<file path="src/rtl/uart_pkg.sv">
// Shared constants and types for the buffered 8N1 UART.
// Register map, status bit positions, FSM encodings and baud helper.
package uart_pkg;

    localparam logic REG_STATUS = 1'b0;
    localparam logic REG_DATA   = 1'b1;

    localparam int ST_RX_AVAIL  = 0;
    localparam int ST_TX_FULL   = 1;
    localparam int ST_OVERRUN   = 2;
    localparam int ST_FRAME_ERR = 3;
    localparam int ST_TX_IDLE   = 4;
    localparam int ST_RX_IE     = 5;
    localparam int ST_TX_IE     = 6;

    localparam logic [1:0] S_IDLE  = 2'd0;
    localparam logic [1:0] S_START = 2'd1;
    localparam logic [1:0] S_DATA  = 2'd2;
    localparam logic [1:0] S_STOP  = 2'd3;

    localparam int OVERSAMPLE = 16;
    localparam logic [3:0] BIT_END  = 4'(OVERSAMPLE - 1);
    localparam logic [3:0] MID_TICK = 4'(OVERSAMPLE / 2 - 1);

    typedef struct packed {
        logic rd_status;
        logic rd_data;
        logic wr_ctrl;
        logic wr_data;
    } bus_op_t;

    // Oversample tick period in clocks, rounded, never below 1.
    function automatic int calc_divisor(int clkspeed, int baud);
        int d;
        d = (clkspeed + 8 * baud) / (16 * baud);
        return (d < 1) ? 1 : d;
    endfunction

endpackage

</file>
<file path="src/rtl/uart_fifo_io_if.sv">
// CPU IO bus window for the buffered UART.
// The CPU side is master; the peripheral is slave.
interface uart_fifo_io_if;

    logic        cs_b;
    logic        rnw;
    logic        a0;
    logic [15:0] din;
    logic [15:0] dout;

    modport master (
        output cs_b, rnw, a0, din,
        input  dout
    );

    modport slave (
        input  cs_b, rnw, a0, din,
        output dout
    );

endinterface

</file>
<file path="src/rtl/uart_sync_fifo.sv">
// Synchronous FIFO with combinational head output.
// Pointers carry an extra wrap bit so full/empty need no counter.
module uart_sync_fifo #(
    parameter int WIDTH = 8,
    parameter int LOG2  = 4
) (
    input  logic             clk,
    input  logic             reset_b,
    input  logic             push,
    input  logic             pop,
    input  logic [WIDTH-1:0] wdata,
    output logic [WIDTH-1:0] rdata,
    output logic             full,
    output logic             empty
);

    localparam int DEPTH = 1 << LOG2;
    localparam logic [LOG2:0] PTR_ONE = 1;

    logic [LOG2:0]      wp_q, wp_d;
    logic [LOG2:0]      rp_q, rp_d;
    logic [WIDTH-1:0]   mem_q [DEPTH];
    logic               do_push;
    logic               do_pop;

    // Flags and pointer updates; a pop frees a slot for a same-cycle push.
    always_comb begin
        empty   = (wp_q == rp_q);
        full    = (wp_q[LOG2] != rp_q[LOG2]) &&
                  (wp_q[LOG2-1:0] == rp_q[LOG2-1:0]);
        do_pop  = pop & ~empty;
        do_push = push & (~full | do_pop);
        wp_d    = do_push ? wp_q + PTR_ONE : wp_q;
        rp_d    = do_pop ? rp_q + PTR_ONE : rp_q;
        rdata   = mem_q[rp_q[LOG2-1:0]];
    end

    // Pointer registers.
    always_ff @(posedge clk or negedge reset_b) begin
        if (!reset_b) begin
            wp_q <= '0;
            rp_q <= '0;
        end else begin
            wp_q <= wp_d;
            rp_q <= rp_d;
        end
    end

    // Storage array; contents are don't-care until written.
    always_ff @(posedge clk) begin
        if (do_push) begin
            mem_q[wp_q[LOG2-1:0]] <= wdata;
        end
    end

endmodule

</file>
<file path="src/rtl/uart_fifo_io.sv">
// Buffered 8N1 UART on the CPU IO bus: TX/RX FIFOs,
// 16x oversampled receiver, status register and interrupt request.
module uart_fifo_io
    import uart_pkg::*;
#(
    parameter int CLKSPEED  = 32000000,
    parameter int BAUD      = 115200,
    parameter int FIFO_LOG2 = 4
) (
    input  logic           clk,
    input  logic           reset_b,
    uart_fifo_io_if.slave  bus,
    input  logic           rxd,
    output logic           txd,
    output logic           irq_b
);

    localparam int DIVISOR = calc_divisor(CLKSPEED, BAUD);
    localparam int TCW     = $clog2(DIVISOR + 1);
    localparam logic [TCW-1:0] TICK_LAST = TCW'(DIVISOR - 1);
    localparam logic [TCW-1:0] TICK_ONE  = 1;

    logic [TCW-1:0] tick_cnt_q, tick_cnt_d;
    logic           tick;

    bus_op_t        op;
    logic           unused_din;

    logic           tx_pop, tx_full, tx_empty;
    logic [7:0]     tx_rdata;
    logic [1:0]     tx_state_q, tx_state_d;
    logic [3:0]     tx_cnt_q, tx_cnt_d;
    logic [2:0]     tx_bit_q, tx_bit_d;
    logic [7:0]     tx_shift_q, tx_shift_d;
    logic           tx_idle;

    logic [1:0]     rx_sync_q, rx_sync_d;
    logic           rx_s;
    logic           rx_push, rx_pop, rx_full, rx_empty;
    logic [7:0]     rx_rdata;
    logic [1:0]     rx_state_q, rx_state_d;
    logic [3:0]     rx_cnt_q, rx_cnt_d;
    logic [2:0]     rx_bit_q, rx_bit_d;
    logic [7:0]     rx_shift_q, rx_shift_d;
    logic           rx_armed_q, rx_armed_d;

    logic           overrun_q, overrun_d, overrun_set;
    logic           frame_err_q, frame_err_d, frame_set;
    logic           rx_ie_q, rx_ie_d;
    logic           tx_ie_q, tx_ie_d;
    logic [15:0]    status;

    assign unused_din = ^bus.din[15:8];

    // Free-running oversample tick, one clk wide at counter wrap.
    always_comb begin
        tick       = (tick_cnt_q == TICK_LAST);
        tick_cnt_d = tick ? '0 : tick_cnt_q + TICK_ONE;
    end

    // Decode one bus access per selected cycle.
    always_comb begin
        op.rd_status = ~bus.cs_b & bus.rnw & (bus.a0 == REG_STATUS);
        op.rd_data   = ~bus.cs_b & bus.rnw & (bus.a0 == REG_DATA);
        op.wr_ctrl   = ~bus.cs_b & ~bus.rnw & (bus.a0 == REG_STATUS);
        op.wr_data   = ~bus.cs_b & ~bus.rnw & (bus.a0 == REG_DATA);
    end

    uart_sync_fifo #(.WIDTH(8), .LOG2(FIFO_LOG2)) u_tx_fifo (
        .clk     (clk),
        .reset_b (reset_b),
        .push    (op.wr_data),
        .pop     (tx_pop),
        .wdata   (bus.din[7:0]),
        .rdata   (tx_rdata),
        .full    (tx_full),
        .empty   (tx_empty)
    );

    uart_sync_fifo #(.WIDTH(8), .LOG2(FIFO_LOG2)) u_rx_fifo (
        .clk     (clk),
        .reset_b (reset_b),
        .push    (rx_push),
        .pop     (rx_pop),
        .wdata   (rx_shift_q),
        .rdata   (rx_rdata),
        .full    (rx_full),
        .empty   (rx_empty)
    );

    // Transmit shifter: start, 8 data bits LSB first, stop; 16 ticks each.
    always_comb begin
        tx_state_d = tx_state_q;
        tx_cnt_d   = tx_cnt_q;
        tx_bit_d   = tx_bit_q;
        tx_shift_d = tx_shift_q;
        tx_pop     = 1'b0;
        if (tick) begin
            unique case (tx_state_q)
                S_IDLE: begin
                    if (!tx_empty) begin
                        tx_pop     = 1'b1;
                        tx_shift_d = tx_rdata;
                        tx_cnt_d   = '0;
                        tx_state_d = S_START;
                    end
                end
                S_START: begin
                    tx_cnt_d = tx_cnt_q + 4'd1;
                    if (tx_cnt_q == BIT_END) begin
                        tx_bit_d   = '0;
                        tx_state_d = S_DATA;
                    end
                end
                S_DATA: begin
                    tx_cnt_d = tx_cnt_q + 4'd1;
                    if (tx_cnt_q == BIT_END) begin
                        tx_shift_d = {1'b0, tx_shift_q[7:1]};
                        tx_bit_d   = tx_bit_q + 3'd1;
                        if (tx_bit_q == 3'd7) begin
                            tx_state_d = S_STOP;
                        end
                    end
                end
                S_STOP: begin
                    tx_cnt_d = tx_cnt_q + 4'd1;
                    if (tx_cnt_q == BIT_END) begin
                        tx_state_d = S_IDLE;
                    end
                end
                default: tx_state_d = S_IDLE;
            endcase
        end
    end

    // Line level follows the shifter state so reset idles it at once.
    always_comb begin
        unique case (tx_state_q)
            S_START: txd = 1'b0;
            S_DATA:  txd = tx_shift_q[0];
            default: txd = 1'b1;
        endcase
    end

    // Receive deserialiser with start-bit glitch rejection.
    always_comb begin
        rx_sync_d   = {rx_sync_q[0], rxd};
        rx_state_d  = rx_state_q;
        rx_cnt_d    = rx_cnt_q;
        rx_bit_d    = rx_bit_q;
        rx_shift_d  = rx_shift_q;
        rx_armed_d  = rx_armed_q | rx_s;
        rx_push     = 1'b0;
        overrun_set = 1'b0;
        frame_set   = 1'b0;
        if (tick) begin
            unique case (rx_state_q)
                S_IDLE: begin
                    if (rx_armed_q && !rx_s) begin
                        rx_cnt_d   = '0;
                        rx_state_d = S_START;
                    end
                end
                S_START: begin
                    rx_cnt_d = rx_cnt_q + 4'd1;
                    if (rx_cnt_d == MID_TICK) begin
                        if (!rx_s) begin
                            rx_cnt_d   = '0;
                            rx_bit_d   = '0;
                            rx_state_d = S_DATA;
                        end else begin
                            rx_state_d = S_IDLE;
                        end
                    end
                end
                S_DATA: begin
                    rx_cnt_d = rx_cnt_q + 4'd1;
                    if (rx_cnt_q == BIT_END) begin
                        rx_shift_d = {rx_s, rx_shift_q[7:1]};
                        rx_bit_d   = rx_bit_q + 3'd1;
                        if (rx_bit_q == 3'd7) begin
                            rx_state_d = S_STOP;
                        end
                    end
                end
                S_STOP: begin
                    rx_cnt_d = rx_cnt_q + 4'd1;
                    if (rx_cnt_q == BIT_END) begin
                        rx_state_d = S_IDLE;
                        if (rx_s) begin
                            if (!rx_full || rx_pop) begin
                                rx_push = 1'b1;
                            end else begin
                                overrun_set = 1'b1;
                            end
                        end else begin
                            frame_set  = 1'b1;
                            rx_armed_d = 1'b0;
                        end
                    end
                end
                default: rx_state_d = S_IDLE;
            endcase
        end
    end

    // Sticky flags clear on status read unless set again this cycle.
    always_comb begin
        rx_pop      = op.rd_data & ~rx_empty;
        overrun_d   = overrun_set | (overrun_q & ~op.rd_status);
        frame_err_d = frame_set | (frame_err_q & ~op.rd_status);
        rx_ie_d     = op.wr_ctrl ? bus.din[0] : rx_ie_q;
        tx_ie_d     = op.wr_ctrl ? bus.din[1] : tx_ie_q;
        tx_idle     = tx_empty & (tx_state_q == S_IDLE);
    end

    // Read mux; unselected or write cycles return zero.
    always_comb begin
        status               = '0;
        status[ST_RX_AVAIL]  = ~rx_empty;
        status[ST_TX_FULL]   = tx_full;
        status[ST_OVERRUN]   = overrun_q;
        status[ST_FRAME_ERR] = frame_err_q;
        status[ST_TX_IDLE]   = tx_idle;
        status[ST_RX_IE]     = rx_ie_q;
        status[ST_TX_IE]     = tx_ie_q;
        unique case (1'b1)
            op.rd_status: bus.dout = status;
            op.rd_data:   bus.dout = rx_empty ? 16'h0000 : {8'h00, rx_rdata};
            default:      bus.dout = 16'h0000;
        endcase
        irq_b = ~((rx_ie_q & ~rx_empty) | (tx_ie_q & ~tx_full));
    end

    // All control state, asynchronously reset.
    always_ff @(posedge clk or negedge reset_b) begin
        if (!reset_b) begin
            tick_cnt_q  <= '0;
            tx_state_q  <= S_IDLE;
            tx_cnt_q    <= '0;
            tx_bit_q    <= '0;
            tx_shift_q  <= '0;
            rx_sync_q   <= 2'b11;
            rx_state_q  <= S_IDLE;
            rx_cnt_q    <= '0;
            rx_bit_q    <= '0;
            rx_shift_q  <= '0;
            rx_armed_q  <= 1'b1;
            overrun_q   <= 1'b0;
            frame_err_q <= 1'b0;
            rx_ie_q     <= 1'b0;
            tx_ie_q     <= 1'b0;
        end else begin
            tick_cnt_q  <= tick_cnt_d;
            tx_state_q  <= tx_state_d;
            tx_cnt_q    <= tx_cnt_d;
            tx_bit_q    <= tx_bit_d;
            tx_shift_q  <= tx_shift_d;
            rx_sync_q   <= rx_sync_d;
            rx_state_q  <= rx_state_d;
            rx_cnt_q    <= rx_cnt_d;
            rx_bit_q    <= rx_bit_d;
            rx_shift_q  <= rx_shift_d;
            rx_armed_q  <= rx_armed_d;
            overrun_q   <= overrun_d;
            frame_err_q <= frame_err_d;
            rx_ie_q     <= rx_ie_d;
            tx_ie_q     <= tx_ie_d;
        end
    end

    assign rx_s = rx_sync_q[1];

endmodule
</file>
<file path="src/flat_wrapper.sv">
// flat-port wrapper written by rule: the top's interface ports become plain ports
module uart_fifo_io_flat import uart_pkg::*;
#(
    parameter int CLKSPEED  = 32000000,
    parameter int BAUD      = 115200,
    parameter int FIFO_LOG2 = 4
)
  (clk, reset_b, rxd, txd, irq_b, bus_cs_b, bus_rnw, bus_a0, bus_din, bus_dout);
  uart_fifo_io_if bus_i ();
  input  logic clk;
  input  logic reset_b;
  input  logic rxd;
  output logic txd;
  output logic irq_b;
  input wire logic [$bits(bus_i.cs_b)-1:0] bus_cs_b;
  input wire logic [$bits(bus_i.rnw)-1:0] bus_rnw;
  input wire logic [$bits(bus_i.a0)-1:0] bus_a0;
  input wire logic [$bits(bus_i.din)-1:0] bus_din;
  output wire logic [$bits(bus_i.dout)-1:0] bus_dout;
  assign bus_i.cs_b = bus_cs_b;
  assign bus_i.rnw = bus_rnw;
  assign bus_i.a0 = bus_a0;
  assign bus_i.din = bus_din;
  assign bus_dout = bus_i.dout;
  uart_fifo_io #(.CLKSPEED(CLKSPEED), .BAUD(BAUD), .FIFO_LOG2(FIFO_LOG2)) u_core (.clk(clk), .reset_b(reset_b), .bus(bus_i), .rxd(rxd), .txd(txd), .irq_b(irq_b));
endmodule
</file>
<file path="config.mk">
export PLATFORM = sky130hd
export DESIGN_NAME = uart_fifo_io_flat
export DESIGN_NICKNAME = d
export VERILOG_FILES = /design/src/rtl/uart_pkg.sv /design/src/rtl/uart_fifo_io_if.sv /design/src/rtl/uart_sync_fifo.sv /design/src/rtl/uart_fifo_io.sv /design/src/flat_wrapper.sv
export SDC_FILE = /design/constraint.sdc
export NUM_CORES = 1
export LEC_CHECK = 0
export ABC_CLOCK_PERIOD_IN_PS = 3010
export BUFFER_PORTS_ARGS = -buffer_cell sky130_fd_sc_hd__buf_2
export CAP_MARGIN = 30
export CORE_MARGIN = 5
export CORE_UTILIZATION = 33
export DETAILED_ROUTE_END_ITERATION = 16
export PLACE_DENSITY = 0.46
export SLEW_MARGIN = 20
export SYNTH_ARGS = -nofsm -noshare
export SYNTH_HDL_FRONTEND = slang
export SYNTH_SLANG_ARGS = --single-unit
</file>
<file path="constraint.sdc">
create_clock -name clk -period 3.01 [get_ports clk]
set_clock_uncertainty 0.05 [all_clocks]
set_input_delay 0.602 -clock clk [delete_from_list [all_inputs] [get_ports clk]]
set_output_delay 0.602 -clock clk [all_outputs]
set_load 0.02 [all_outputs]
</file>
==> run summary, run 1 <==
For this run, the detailed router's first-pass iteration total came to 5. The run gives 2 as the CTS H-tree depth. The post-placement worst setup slack is 0.107 ns, and the CTS buffer count is 36. VDD sags by at most 0.000431 V. The post-place instance area was 14,300 µm². Type of the worst setup path: flop to output pin. After floorplanning, the core was sized to cover 39,900 µm². The post-synthesis async set-or-reset flop share came out at 20.5%.

The number of hold-slack violations in the final timing report came out at 0. Count of antenna-violating nets left after detailed routing: 0. For the clock sink count, the log shows 322. STA puts the critical path data required time at 2.36 ns. The tools report the global-route wire length before repair as 46,000 µm. The flip-flop and latch count after synthesis was 322.

Of the post-synthesis cell area, the part taken by muxes is 13.8%. The final reports fail on setup timing. Compared with the post-synthesis result, the final layout area differs by 17.4%. The worst setup path is captured at an output pin. Among all flip-flop cells after synthesis, the most frequent one is sky130_fd_sc_hd__edfxtp_1. Row generation in the floorplan step produced 73 rows. The run finished, with violations left.

Summing the areas of all xor and xnor instances in the mapped netlist gives 2.03% of the synthesized area. The number of antenna violations at the first check in global routing came out at 0. In this run the power density over the cells is 721 nW/µm². Detailed placement ended at an HPWL of 19,300 µm. The tool flagged a number of max-cap violations equal to 0.

Global routing consumed, over all layers together, 13.6% of the routing resources. TritonCTS built the clock tree. The slack of the critical path is -0.244 ns, and the overflow left after global routing is 0. For the worst setup path, the data arrival time is 2.60 ns. The logs give 33.6% for the effective utilization at floorplan and 0.743 for the placer's final routability congestion estimate.

Port buffering added 23 buffers. After synthesis, flip-flops and latches occupy 69.7% of the total area. The transition at the pin with the smallest max-transition slack works out to 0.790 ns. The most area-hungry cell type in the Yosys netlist was sky130_fd_sc_hd__edfxtp_1. Sorting the synthesized cells by area gives the leading types as sky130_fd_sc_hd__edfxtp_1 57%, sky130_fd_sc_hd__dfrtp_1 12%, sky130_fd_sc_hd__mux4_2 8.7%. The share of the core filled with cells in the final layout came out at 39.4%. The final period utilization was 108%; the total via count after detailed routing was 7,073. The cell area after layout is 15,700 µm², and the cell count after synthesis is 788. Entering global routing, the biggest net connects 67 pins.

The average footprint of a synthesized cell is 17.0 µm², and the clock period minus final worst setup slack is 3.25 ns. The analysis attributes to cell leakage a power of 5.94 nW. The number of diodes added for antenna fixing is 0, and the number of warnings printed during yosys synthesis is 0.

The final non-filler cell total was 1,421. The path class of the tightest hold or removal check is input port to flop. The top cell type by area accounts for 57.4% of the synthesized area.

The summed instance area of the synthesized netlist came out at 13,400 µm². The logs give 0 for the number of pins exceeding their max-slew limit in the final report and -1.70 ns for the total negative slack for setup checks. The post-detailed-route via-to-cell ratio is 4.98.

The run gives 0.54 ns as the clock latency of the later-clocked register in the worst-skew pair. The worst setup path is launched from a flop. Setup repair after global routing could not meet its margin everywhere.

After synthesis, the largest family of logic cells by area is multiplexers. The synthesized netlist devotes 5.56% of its cell area to simple gates. The number of nets at the end of the flow was 916. Total setup violations reported at the end of the flow: 9. The number of flops mapped to enable cells by yosys is 256, and the die footprint is 44,700 µm². Power comes to 11.3 mW. In this run the worst path has a maximum fanout of 7. Measured along the y axis, the die boundary spans 212 µm.

Once placement completed, the tool counted placed cells totaling 1,344. The root buffer cell chosen for the clock tree is sky130_fd_sc_hd__clkbuf_16. The headroom to the max-slew limit is 47.3%.

The wire length per cell after detailed routing is 21.1 µm, and the register clock-pin slew on the reported worst setup and hold paths is 0.06 ns. Synthesis instantiated 56 different standard cells from the library. The synthesized netlist devotes 4.43% of its cell area to compound gates. The achievable clock frequency is 307 MHz, and the total I/O pin count is 40. The final hold slack was 0.112 ns.

Worst-case clock buffer depth: 3. The fraction of the mapped netlist area in adder cells is 2.15%, and the layout cell share with drive strength beyond 1 is 25.0%. For the final routed wirelength across all metal layers, the log shows 30,000 µm. Detailed router's first-iteration violation count: 349. The run gives 7,412 as the number of global-route vias before repair. Measured along the x axis, the die boundary spans 212 µm. For this run, design rule violations remaining after detail routing come to 0.
## report_power, final
group | internal, mW | switching (mW)
combinational | 0.912 | 0.996
clock | 2.59 | 1.68
sequential | 4.97 | 0.196
total | 8.47 | 2.87
## path summary, 6_finish.rpt
kind / from / to / slack [ns] / depth (start not counted)
setup / recovery: u_core.u_rx_fifo.rp_q[1] / bus_dout[6] / -0.24 / 5
hold / removal: rxd / u_core.rx_sync_q[0] / 0.11 / 1
setup reg to reg: u_core.tick_cnt_q[0] / u_core.u_rx_fifo.mem_q[8][2] / 0.24 / 7
hold reg to reg: u_core.rx_sync_q[0] / u_core.rx_sync_q[1] / 0.31 / 0
max in group asynchronous: reset_b / u_core.u_rx_fifo.wp_q[2] / 1.95 / 3
min in group asynchronous: reset_b / u_core.rx_cnt_q[3] / 0.40 / 2
## registers in the layout, indices dropped and copies added, names as in the netlist, 2 cells and up, named ones only
signal and count:
u_core.u_rx_fifo.mem_q 128, u_core.u_tx_fifo.mem_q 128, u_core.rx_shift_q 8, u_core.tx_shift_q 8
u_core.tick_cnt_q 5, u_core.u_rx_fifo.rp_q 5, u_core.u_rx_fifo.wp_q 5, u_core.u_tx_fifo.rp_q 5
u_core.u_tx_fifo.wp_q 5, u_core.rx_cnt_q 4, u_core.tx_cnt_q 4, u_core.rx_bit_q 3
u_core.tx_bit_q 3, u_core.rx_sync_q 2, u_core.tx_state_q 2
## layout make-up
type                            count  area (µm²)
Inverter                           16        60.1
Clock buffer                       46         960
Fill cell                        3648       24200
Sequential cell                   322        9350
Multi-Input combinational cell    411        3800
Timing Repair Buffer               84         728
Tap cell                          525         657
Clock inverter                     17         178
## cell families (layout without fill, tap and decap cells)
family / Yosys count / count (layout)
AOI/OAI and AO/OA: 85 / 85
xor gates and xnor gates: 31 / 31
adders and majority gates: 23 / 23
buffers and inverters: 62 / 163
DFF: 322 / 322
muxes: 117 / 117
other: 1 / 8
and+or+nand+nor: 147 / 147
## per-layer routing
layer	part of all wire (%)	vias to the layer above	track usage, %
met3	4.2	46	2.59
met1	41	3666	17.0
li1	-	3217	-
met4	2.8	0	4.78
met2	52	144	23.6
met5	0	-	0
## cell usage after synthesis, types with 9 or more instances
master and instances:
sky130_fd_sc_hd__a21oi_1 9, sky130_fd_sc_hd__and3_1 11, sky130_fd_sc_hd__buf_2 13, sky130_fd_sc_hd__buf_4 12, sky130_fd_sc_hd__clkbuf_1 17, sky130_fd_sc_hd__dfrtp_1 63
sky130_fd_sc_hd__edfxtp_1 256, sky130_fd_sc_hd__ha_1 23, sky130_fd_sc_hd__inv_1 15, sky130_fd_sc_hd__mux2_2 20, sky130_fd_sc_hd__mux2i_1 45, sky130_fd_sc_hd__mux4_2 52
sky130_fd_sc_hd__nand2_1 35, sky130_fd_sc_hd__nand3_1 13, sky130_fd_sc_hd__nor2_1 35, sky130_fd_sc_hd__nor3_1 19, sky130_fd_sc_hd__o21ai_0 26, sky130_fd_sc_hd__o22ai_1 10
sky130_fd_sc_hd__xnor2_1 18, sky130_fd_sc_hd__xor2_1 13
## timing repair
action / in CTS / in global routing
pin swaps: 3 / 4
endpoints found under the hold margin: 0 / 8
gates resized for setup: 15 / 21
cloned: 2 / 1
setup endpoints to repair: 9 / 9
buffers inserted: 9 / 2
hold buffers: 0 / 1
## placed cells by master, fill, tap and decap left out, drive strengths merged, types with 7 or more instances in the layout
cell type    n
nor2        35
o22ai       10
conb         8
xnor2       18
nand2       35
xor2        13
mux2        20
nor2b        7
a221oi       7
edfxtp     256
nand4        7
buf         82
a21oi       11
and3        11
dfrtp       63
a22o         7
nor3        19
clkbuf      47
o21ai       26
clkinv      14
mux4        52
mux2i       45
a2bb2oi      7
ha          23
inv         15
nand3       13
## critical path, stage by stage, from the launching register on
cell and delay, ns:
sky130_fd_sc_hd__dfrtp_2 0.44, sky130_fd_sc_hd__buf_8 0.17, sky130_fd_sc_hd__mux4_2 0.55, sky130_fd_sc_hd__mux4_2 0.50, sky130_fd_sc_hd__a22o_1 0.27, sky130_fd_sc_hd__buf_6 0.15
No activity file was read; power rests on OpenSTA's default activity.
==> run 2: changes to the inputs <==
- ABC_AREA: default -> 1
==> run 2 against run 1 <==
The run now ends clean. Critical path depth is 6 higher. Setup slack improved by 0.33 ns. Clock-buffer cell count rose by 13. Global-route usage increased by 1.1 points. Fmax increased by 11%. Final area grew 6.6%. Worst hold slack gained 0.016 ns. Final cell count grew 41%. Non-clock buffer count is 13 higher. Sequential share of layout area shrank 3.7 points.
==> run summary, run 2 <==
The detailed router's first-iteration violation count was 666 (was 349). The kind of end point of the critical path was an output pin (unchanged). The type of the worst setup path was flop to output pin (unchanged). The logs give 2.36 ns (about the same) for the worst endpoint required time and 36,100 µm (was 30,000 µm) for the final routed wirelength across all metal layers.

The post-synthesis async set-or-reset flop share is 20.5% (unchanged). The type of the tightest min-delay check is input port to flop (unchanged). The count of port buffers added during placement was 23 (unchanged); the number of pins exceeding their max-slew limit in the final report was 0 (unchanged).

The total negative slack for setup checks came out at 0 ns (was -1.70 ns). The run gives 0 (unchanged) as the DRC violation count after routing. The number of hold-slack violations in the final timing report came out at 0 (unchanged). For the CTS buffer count, the log shows 37 (was 36). Ranking of synthesized cells by instance count: 308 x sky130_fd_sc_hd__nand2_1, 256 x sky130_fd_sc_hd__edfxtp_1, 199 x sky130_fd_sc_hd__nor2_1, 132 x sky130_fd_sc_hd__o21ai_0, 107 x sky130_fd_sc_hd__nand3_1 (was 256 x sky130_fd_sc_hd__edfxtp_1, 63 x sky130_fd_sc_hd__dfrtp_1, 52 x sky130_fd_sc_hd__mux4_2, 45 x sky130_fd_sc_hd__mux2i_1). For the sequential-to-total area share from yosys stat, the log shows 66.2% (was 69.7%). The layout cell share with drive strength beyond 1 is 14.6% (was 25.0%), and the count of antenna-violating nets left after detailed routing is 0 (unchanged). The tools report the clock latency of the later-clocked register in the worst-skew pair as 0.53 ns (was 0.54 ns). The overflow left after global routing was 0 (unchanged); the power after layout was 11.4 mW (was 11.3 mW). Number of nets at the end of the flow: 1,478 (was 916). The flop-to-flop setup slack is 0.53 ns (was 0.24 ns), and the fraction of the mapped netlist area in adder cells is 2.04% (was 2.15%).

The tools report the sink of the worst hold path as u_core.rx_sync_q[0] (unchanged). Site row count: 75 (was 73). Total setup violations reported at the end of the flow: 0 (was 9).

The run gives 342 MHz (was 307 MHz) as the achievable clock frequency. The most common cell in the netlist is sky130_fd_sc_hd__nand2_1 (was sky130_fd_sc_hd__edfxtp_1). The CTS H-tree depth was 2 (unchanged). Arrival time at the worst endpoint: 2.27 ns (was 2.60 ns). TritonCTS built the clock tree. The run finished with clean final reports. The placeable core region came out at 42,100 µm² (was 39,900 µm²). Predominant post-synthesis flop cell: sky130_fd_sc_hd__edfxtp_1 (unchanged). The clock sink count was 322 (unchanged). The effective utilization at floorplan was 33.5% (was 33.6%); the worst IR drop on VDD was 0.000484 V (was 0.000431 V).

The launching point of the worst reg2reg path is u_core.u_rx_fifo.rp_q[0] (was u_core.tick_cnt_q[0]). The share of Yosys cell area claimed by the top area cell type is 54.5% (was 57.4%). The multiplexer share of the synthesized area is 0.239% (was 13.8%), and the pin count of the biggest net entering global routing is 66 (was 67). Top cells by area in the synthesized netlist: sky130_fd_sc_hd__edfxtp_1 54%, sky130_fd_sc_hd__dfrtp_1 11%, sky130_fd_sc_hd__nand2_1 8.2% (was sky130_fd_sc_hd__edfxtp_1 57%, sky130_fd_sc_hd__dfrtp_1 12%, sky130_fd_sc_hd__mux4_2 8.7%). The flip-flop and latch count after synthesis was 322 (unchanged); the transition at the pin with the smallest max-transition slack was 0.808 ns (was 0.790 ns).

Power per standard cell area: 679 nW/µm² (was 721 nW/µm²). Most area-hungry cell type in the Yosys netlist: sky130_fd_sc_hd__edfxtp_1 (unchanged). The headroom to the max-slew limit came out at 46.1% (was 47.3%).

The number of flops mapped to enable cells by yosys works out to 256 (unchanged). The compound-gate portion of the synthesized area was 6.29% (was 4.43%). The total iterations of the first detailed-routing run is 5 (unchanged), and the simple-gate share of the synthesized area is 19.0% (was 5.56%). The placer's final routability congestion estimate was 0.761 (was 0.743). The cell area after layout was 16,800 µm² (was 15,700 µm²); the number of warnings printed during yosys synthesis was 0 (unchanged). Combinational family with the most area after synthesis: simple AND/OR/NAND/NOR gates (was multiplexers). The final period utilization was 97.2% (was 108%); the number of global-route vias before repair was 9,018 (was 7,412). Post-detailed-route via-to-cell ratio: 4.72 (was 4.98). Setup repair after global routing could not meet its margin everywhere. The average footprint of a synthesized cell was 10.5 µm² (was 17.0 µm²); the leakage power summed over all cells was 7.05 nW (was 5.94 nW). The launch instance of the worst min-delay path is rxd (unchanged). The post-synthesis share of cell area spent on xor and xnor gates is 1.43% (was 2.03%), and the worst-case clock buffer depth is 3 (unchanged).

Commonest non-fill, non-tap cells in the layout: 296 x sky130_fd_sc_hd__nand2_1, 256 x sky130_fd_sc_hd__edfxtp_1, 190 x sky130_fd_sc_hd__nor2_1 (was 256 x sky130_fd_sc_hd__edfxtp_1, 58 x sky130_fd_sc_hd__dfrtp_1, 52 x sky130_fd_sc_hd__mux4_2). The placed wire-length estimate after detailed placement is 21,000 µm (was 19,300 µm), and the clock period minus final worst setup slack is 2.92 ns (was 3.25 ns). The wire length per cell after detailed routing was 18.0 µm (was 21.1 µm); the number of filler cells placed in the layout was 4,103 (was 3,648). Root buffer selected by CTS: sky130_fd_sc_hd__clkbuf_16 (unchanged). The global-route wire length before repair is 54,300 µm (was 46,000 µm).

The die extent in x was 217 µm (was 212 µm). The die footprint was 47,000 µm² (was 44,700 µm²). The number of diodes added for antenna fixing was 0 (unchanged). The terminus of the critical flop-to-flop path was u_core.u_rx_fifo.mem_q[4][0] (was u_core.u_rx_fifo.mem_q[8][2]). The worst-case reg-to-reg path depth is 8 (was 7), and the summed instance area of the synthesized netlist is 14,100 µm² (was 13,400 µm²).

The run gives 14.7% (was 13.6%) as the overall global routing resource usage. The total I/O pin count is 40 (unchanged), and the post-place instance area is 15,100 µm² (was 14,300 µm²). The register clock-pin slew on the reported worst setup and hold paths was 0.06 ns (about the same); the post-synthesis cell type count was 36 (was 56). The synthesis-to-finish area growth was 18.9% (was 17.4%). The tools report the cell count after synthesis as 1,349 (was 788). Most common library cell in the layout ignoring fill and taps: sky130_fd_sc_hd__nand2_1 (was sky130_fd_sc_hd__edfxtp_1). The number of antenna violations at the first check in global routing came out at 0 (unchanged). The die span in y works out to 217 µm (was 212 µm).

The count of cells along the worst hold path came out at 1 (unchanged). Final hold slack: 0.129 ns (was 0.112 ns). The max capacitance violation total was 0 (unchanged); the maximum fanout encountered on the critical timing path was 16 (was 7).

Total via count after detailed routing: 9,438 (was 7,073). Startpoint kind of the worst setup timing path: a flop (unchanged).
==> run 2: cell types whose count changed after synthesis, sizes merged, moves of 17 or more <==
cell	before	now
mux4	52	0
o21ai	26	132
nand3	13	107
nand2	35	313
mux2	20	3
nor2	35	202
inv	15	92
mux2i	45	0
o211ai	1	18
==> run 2: cell families (layout without fill, tap and decap cells) <==
kind of cell    Yosys count  count (layout)
compound gates          165             165
xor+xnor                 23              23
fa+ha+maj                23              23
buf+inv                 157             263
flops                   322             322
mux                       3               3
other cells               1               8
simple gates            655             655
==> run 2: worst max-delay path by stage <==
stage,cells after the start,slack (ns),end,start
after CTS,11,0.01,bus_dout[2],u_core.u_rx_fifo.rp_q[0]
after global placement,11,0.39,bus_dout[2],u_core.u_rx_fifo.rp_q[0]
after global routing,11,-0.04,bus_dout[4],u_core.u_rx_fifo.rp_q[0]
after floorplan,9,0.64,u_core.u_tx_fifo.mem_q[4][0],u_core.tx_state_q[0]
after detailed placement,11,0.40,bus_dout[6],u_core.u_rx_fifo.rp_q[0]
final,11,0.09,bus_dout[1],u_core.u_rx_fifo.rp_q[0]
==> run 2: routing by layer <==
metal  wire length [µm]  share of wire [%]  track usage [%]
met3               1500                4.2             2.50
met2              17200                 48             24.1
met5                  0                  0                0
met1              16700                 46             20.5
met4                765                2.1             3.98
==> run 2: stage by stage <==
step	worst slack [ns]	util [%]	std cells
after floorplan	0.642	-	1356
after global placement	0.388	35.8	1912
after detailed placement	0.399	35.8	1912
after CTS	0.0101	38.9	1985
after global routing	-0.0352	39.8	2001
final	0.0855	39.8	2001
==> run 2: final cells by class <==
cell class / count / area, µm² / area share (%)
Clock buffer: 59 / 1100 / 6.56
Clock inverter: 9 / 96.3 / 0.574
Inverter: 96 / 378 / 2.25
Multi-Input combinational cell: 877 / 4200 / 25.0
Sequential cell: 322 / 9350 / 55.8
Tap cell: 539 / 674 / 4.02
Timing Repair Buffer: 97 / 958 / 5.71
Timing Repair inverter: 2 / 17.5 / 0.104
==> run 2: what timing repair did <==
item / 4_1_cts / 5_1_grt
hold buffers: 0 / 1
buffers inserted: 3 / 6
endpoints found under the hold margin: 0 / 2
pin swaps: 0 / 20
endpoints found under the setup margin: 8 / 8
cloned: 2 / 8
resized for setup: 6 / 76
==> run 2: worst max-delay path, cell delays in order (launching register included) <==
cell	delay, ns
sky130_fd_sc_hd__dfrtp_4	0.57
sky130_fd_sc_hd__clkinv_8	0.13
sky130_fd_sc_hd__buf_8	0.18
sky130_fd_sc_hd__o21ai_0	0.18
sky130_fd_sc_hd__o21ai_0	0.11
sky130_fd_sc_hd__nand2_1	0.06
sky130_fd_sc_hd__nand2_1	0.06
sky130_fd_sc_hd__inv_1	0.11
sky130_fd_sc_hd__nand2_2	0.09
sky130_fd_sc_hd__nand2_2	0.07
sky130_fd_sc_hd__nand2_2	0.06
sky130_fd_sc_hd__buf_6	0.13
==> run 2: where the power goes <==
group,switching (mW),internal (mW),leakage (nW)
combinational,1.34,0.566,2.97
clock,1.76,2.68,0.586
sequential,0.114,4.93,3.49
total,3.22,8.17,7.05
